File: config.mk
export PLATFORM = sky130hd
export DESIGN_NAME = cordic_rotator
export DESIGN_NICKNAME = d
export VERILOG_FILES = /design/src/rtl/cordic_rotator.sv
export SDC_FILE = /design/constraint.sdc
export NUM_CORES = 1
export LEC_CHECK = 0
export ABC_AREA = 1
export BUFFER_PORTS_ARGS = -buffer_cell sky130_fd_sc_hd__buf_2
export CAP_MARGIN = 40
export CORE_UTILIZATION = 50
export DETAILED_ROUTE_END_ITERATION = 7
export GPL_TIMING_DRIVEN = 0
export PLACE_DENSITY = 0.72
export SETUP_SLACK_MARGIN = 0.5
export SLEW_MARGIN = 40
export SYNTH_ARGS = -nofsm -noshare
export SYNTH_HDL_FRONTEND = slang
export SYNTH_SLANG_ARGS = --single-unit
File: constraint.sdc
create_clock -name clk -period 3.7 [get_ports clk]
set_input_delay 0.555 -clock clk [delete_from_list [all_inputs] [get_ports clk]]
set_output_delay 0.555 -clock clk [all_outputs]
set_load 0.02 [all_outputs]
File: src/rtl/cordic_rotator.sv
// cordic_rotator: iterative rotation-mode CORDIC. A start request loads the
// vector (pre-rotated into the +/-90 degree convergence range), then one
// shift-and-add micro-rotation runs per clock. The rotated vector comes out
// without gain correction. The downstream x1/K stage takes x_out/y_out while
// valid is high.
module cordic_rotator #(
  parameter int WIDTH = 16,
  parameter int ITERS = 12
) (
  input  logic             clk,
  input  logic             rst_n,
  input  logic             start,
  input  logic [WIDTH-1:0] x_in,
  input  logic [WIDTH-1:0] y_in,
  input  logic [WIDTH-1:0] z_in,
  output logic [WIDTH+1:0] x_out,
  output logic [WIDTH+1:0] y_out,
  output logic             busy,
  output logic             valid
);

  // Two guard bits hold the CORDIC gain (~1.647) and the pre-rotation
  // negation of -2^(WIDTH-1).
  localparam int XW = WIDTH + 2;
  localparam int CW = (ITERS > 1) ? $clog2(ITERS) : 1;

  localparam logic [WIDTH-1:0] QUARTER = {2'b01, {(WIDTH-2){1'b0}}};
  localparam logic [CW-1:0]    LAST_I  = CW'(ITERS - 1);

  // Elaboration-time arctangent: round(atan(2^-i) * 2^(WIDTH-1) / pi).
  // i = 0 is exactly pi/4. For i >= 1 the argument is at most 0.5, so the
  // Taylor series converges well inside 40 terms.
  function automatic logic [WIDTH-1:0] atan_const(input int i);
    real t;
    real term;
    real acc;
    real scale;
    logic [WIDTH-1:0] res;
    res = '0;
    if (i == 0) begin
      res[WIDTH-3] = 1'b1;
    end else begin
      t = 1.0;
      for (int k = 0; k < i; k++) t = t / 2.0;
      acc  = 0.0;
      term = t;
      for (int k = 0; k < 40; k++) begin
        if (k % 2 == 0) acc = acc + term / real'(2 * k + 1);
        else            acc = acc - term / real'(2 * k + 1);
        term = term * t * t;
      end
      scale = 1.0;
      for (int k = 0; k < WIDTH - 1; k++) scale = scale * 2.0;
      res = WIDTH'($rtoi(acc * scale / 3.14159265358979323846 + 0.5));
    end
    return res;
  endfunction

  logic [WIDTH-1:0] atan_tab [ITERS];

  for (genvar g = 0; g < ITERS; g++) begin : g_atan
    localparam logic [WIDTH-1:0] ATAN_G = atan_const(g);
    assign atan_tab[g] = ATAN_G;
  end

  typedef enum logic [1:0] {
    IDLE   = 2'd0,
    ROTATE = 2'd1,
    DONE   = 2'd2
  } state_e;

  state_e                state_q, state_d;
  logic signed [XW-1:0]  x_q, x_d;
  logic signed [XW-1:0]  y_q, y_d;
  logic [WIDTH-1:0]      z_q, z_d;
  logic [CW-1:0]         i_q, i_d;

  // Load values after the quadrant pre-rotation.
  logic signed [XW-1:0]  x_ext, y_ext;
  logic signed [XW-1:0]  x_ld, y_ld;
  logic [WIDTH-1:0]      z_ld;

  // One micro-rotation applied to the current registers.
  logic signed [XW-1:0]  x_sh, y_sh;
  logic signed [XW-1:0]  x_rot, y_rot;
  logic [WIDTH-1:0]      z_rot;
  logic [WIDTH-1:0]      atan_cur;
  logic                  d_pos;

  assign x_ext = {{2{x_in[WIDTH-1]}}, x_in};
  assign y_ext = {{2{y_in[WIDTH-1]}}, y_in};

  // Fold angles outside +/-90 degrees by a quarter turn so that the
  // micro-rotation sequence can converge.
  // NOTE: every output of a combinational block is given a default first, so
  // no path leaves a value unassigned and no latch is inferred.
  always_comb begin
    x_ld = x_ext;
    y_ld = y_ext;
    z_ld = z_in;
    unique case (z_in[WIDTH-1:WIDTH-2])
      2'b01: begin
        x_ld = -y_ext;
        y_ld = x_ext;
        z_ld = z_in - QUARTER;
      end
      2'b10: begin
        x_ld = y_ext;
        y_ld = -x_ext;
        z_ld = z_in + QUARTER;
      end
      default: ;
    endcase
  end

  // Micro-rotation i: the direction follows the sign of the residual angle.
  // Both updates read the pre-update registers.
  always_comb begin
    atan_cur = atan_tab[i_q];
    d_pos    = ~z_q[WIDTH-1];
    x_sh     = x_q >>> i_q;
    y_sh     = y_q >>> i_q;
    if (d_pos) begin
      x_rot = x_q - y_sh;
      y_rot = y_q + x_sh;
      z_rot = z_q - atan_cur;
    end else begin
      x_rot = x_q + y_sh;
      y_rot = y_q - x_sh;
      z_rot = z_q + atan_cur;
    end
  end

  // Next-state logic. A start request is accepted in IDLE and in DONE, and is
  // ignored while the engine is rotating.
  always_comb begin
    state_d = state_q;
    x_d     = x_q;
    y_d     = y_q;
    z_d     = z_q;
    i_d     = i_q;
    unique case (state_q)
      IDLE, DONE: begin
        if (state_q == DONE) state_d = IDLE;
        if (start) begin
          x_d     = x_ld;
          y_d     = y_ld;
          z_d     = z_ld;
          i_d     = '0;
          state_d = ROTATE;
        end
      end
      ROTATE: begin
        x_d = x_rot;
        y_d = y_rot;
        z_d = z_rot;
        if (i_q == LAST_I) begin
          i_d     = '0;
          state_d = DONE;
        end else begin
          i_d = i_q + 1'b1;
        end
      end
      default: begin
        state_d = IDLE;
        i_d     = '0;
      end
    endcase
  end

  // State and datapath registers. An asynchronous reset clears them all, and
  // an in-flight request is dropped.
  // NOTE: sequential state uses non-blocking assignment so that every register
  // samples the values from before the edge, whatever the statement order.
  always_ff @(posedge clk or negedge rst_n) begin
    if (!rst_n) begin
      state_q <= IDLE;
      x_q     <= '0;
      y_q     <= '0;
      z_q     <= '0;
      i_q     <= '0;
    end else begin
      state_q <= state_d;
      x_q     <= x_d;
      y_q     <= y_d;
      z_q     <= z_d;
      i_q     <= i_d;
    end
  end

  assign x_out = x_q;
  assign y_out = y_q;
  assign busy  = (state_q == ROTATE);
  assign valid = (state_q == DONE);

endmodule

==> key figures <==
Run status
  – Outcome: complete, but fails checks
  – Failing checks: negative setup slack

Placed design
  – Dpl cell area: 9781 um^2
  – Dpl ws: -446.9 ps
  – Post-DP HPWL: 28600 um
  – Gpl congestion: 1.045
  – IO buf count: 88

Route
  – Pre-Repair DR Iteration Count: 6
  – DR iter-0 viols: 1298
  – DRC Markers: 0
  – Post-route ant nets: 0
  – Vias per cell: 6.349
  – Avg WL per Cell: 22.11 um
  – Post-Route WL: about 42000 um
  – Vias: between 10k and 15k

Cells and area
  – Fin nets: 1791
  – Final Cell Area: 12760 um^2
  – Register area: 1451 um^2
  – Share of layout cells above drive strength 1: 35.44%
  – # fillers: 1338
  – Multi-input gate area: approximately 8400 um^2
  – Synth-to-Final Area Change: 43.69%

CTS
  – Num Clock Sinks: 58
  – CTS tree: done
  – Clock buffer depth: 2
  – H-tree depth: 3
  – CTS root buf: clkbuf_16
  – Worst skew pair latency: about 350 ps
  – CTS Buf Count: 9
  – Hold buffer count at CTS: 0
  – Clock transition at the registers of the reported paths: 70 ps

Floorplanning
  – IO Count: 89
  – Initial Util: between 50% and 60%
  – Die area: 18290 um^2
  – Row count: 48
  – Core area: 17300 um^2
  – Die Wd: approximately 140 um
  – Die Ht: 135.2 um

Yosys
  – Post-Syn Area: 8877 um^2
  – Most common cell in the netlist: nand2_1
  – Synth warnings: 0
  – Post-synth EDFFs: 0
  – Commonest cells post-synth: 385 x nand2_1, 179 x nand3_1, 123 x nor2_1
  – Mapped Cells: 1464
  – Syn avg cell area: 6.064 um^2
  – Mapped Nets: ~1.6k
  – Prevailing post-synth register cell: dfrtp_1
  – Ys async rst share: 100.0%
  – Synth area leader: dfrtp_1
  – Flops & latches, synth: 58
  – Post-synth top area share: 16.35%
  – Post-synthesis sequential area ratio: 16.35%
  – Synth cell types: 52
  – Ranking of synthesized cells by area: dfrtp_1 16%, nand2_1 16%, nand3_1 10%

Setup path
  – Worst reg-to-reg setup slack: -320 ps
  – Critical path arrival: 4260 ps
  – CP Class: flop to flop
  – CP endpoint kind: flop
  – Worst setup SP type: flop
  – Worst Path Required: 3930 ps
  – Crit Path Max Fanout: 10

Global routing
  – Gr ovfl total: 0
  – First-pass GRT wire length: 60310 um
  – Global routing usage on met2: between 60% and 70%
  – Global routing met1 resource utilization: 58.65%
  – Largest net degree at the start of global routing: 59
  – Gr usage total: 43.91%
  – Initial antenna violation count: 0
  – Via count of the first global-routing pass: 10.60k
  – Met3 usage: 8.268%
  – Global route hottest layer: met2

STA
  – Fin worst setup slack: -323.1 ps
  – Worst Skew: 11.96 ps
  – Minimum clock period: 4023 ps
  – Hold WS: 172.2 ps
  – Fmax: 248.6 MHz
  – Fin crit share: 108.7%
  – Unrepaired setup endpoints after global routing: true
  – Slew Viols, Final: 0
  – Worst slew pin tran: 869.3 ps
  – Final hold vios: 0
  – Rel. slew slack: between 40% and 50%
  – Setup-failing EPs final: 19

Worst hold path
  – Worst min path class: input port to asynchronous set/reset pin

Job
  – Max-cap violation count: 0
## sequential cells by signal, summed over array words and instances (netlist names)
signal / cells
state_q: 2
y_out: 18
x_out: 18
i_q: 4
z_q: 16
## cell type report
class	instances	share of cell area [%]
clock inverter	7	0.5983
inverter	121	3.727
antenna	1	0.01962
tap	225	2.207
timing repair buffer	199	11.09
multi-input combinational	1218	65.79
buffer	67	3.423
clock buffer	9	1.766
sequential	58	11.38
## worst max-delay path, stage by stage (launching register included)
cell and delay, ps:
dfrtp_1 390, buf_8 190, inv_8 80, buf_12 150, nand2_2 80, nand3_1 150, nand3_2 140, nand3_2 100
nand2_2 120, buf_6 110, and3_4 200, nand3_2 60, nand2_2 100, o21ai_2 70, xor2_1 180, ha_1 360
nand2_2 100, nor2_4 110, nand2_2 80, o211ai_1 320, a21boi_2 120, o21ai_2 240, a21oi_1 130, o21ai_1 130
nand2_1 70, nand2_1 60, nand2_1 60
## metrics by stage
stage	util [%]	setup TNS, ps	instances
6_report	73.75	-2917	1905
3_3_place_gp	56.49	-3685	1777
5_1_grt	73.73	-6616	1904
2_1_floorplan	-	0	1464
4_1_cts	67.21	-381.0	1858
3_5_place_dp	56.55	-4116	1778
## final timing paths
kind                            cells past startpoint     start         to
worst max-delay path                               26    i_q[0]  y_out[13]
worst min-delay path                                1     rst_n     z_q[3]
worst max register to register                     26    i_q[0]  y_out[13]
worst min register to register                      2   z_q[14]    z_q[14]
max in group asynchronous                           1     rst_n  x_out[11]
min in group clk                                    3  z_in[13]    z_q[13]
## layout by cell type, fill, tap and decap left out, types with 18 or more instances in the layout
master and instances:
nand2_1 314, nand3_1 114, nor2_1 102, buf_4 98, buf_2 97, inv_1 97, a21oi_1 74, nand2_2 72
nand3_2 63, o21ai_0 61, dfrtp_1 58, o211ai_1 37, a21oi_2 34, ha_1 32, clkbuf_1 31, o21ai_1 30
ha_4 30, xor2_1 29, xnor2_1 22, a31oi_1 19, buf_6 18, inv_2 18
## metal layers
metal,routed length (um),share of wire [%]
met5,0,0
met3,5045,12
met4,2550,6.1
met1,16160,38
met2,18360,44
## timing repair
action | in CTS | in global routing
pin swaps | 116 | 128
buffers inserted | 61 | 46
resized for setup | 237 | 167
gates cloned | 3 | 0
setup endpoints to repair | 42 | 40
## cells by family after synthesis
group           synth area share, %
compound gates                21.47
xor+xnor                      6.610
fa+ha+maj                     9.556
buf+inv                       9.232
flops                         16.35
simple gates                  36.79
Power is left out: the tool's default activity adds up to more than one toggle a clock period on the data nets, which glitch-free logic cannot reach.
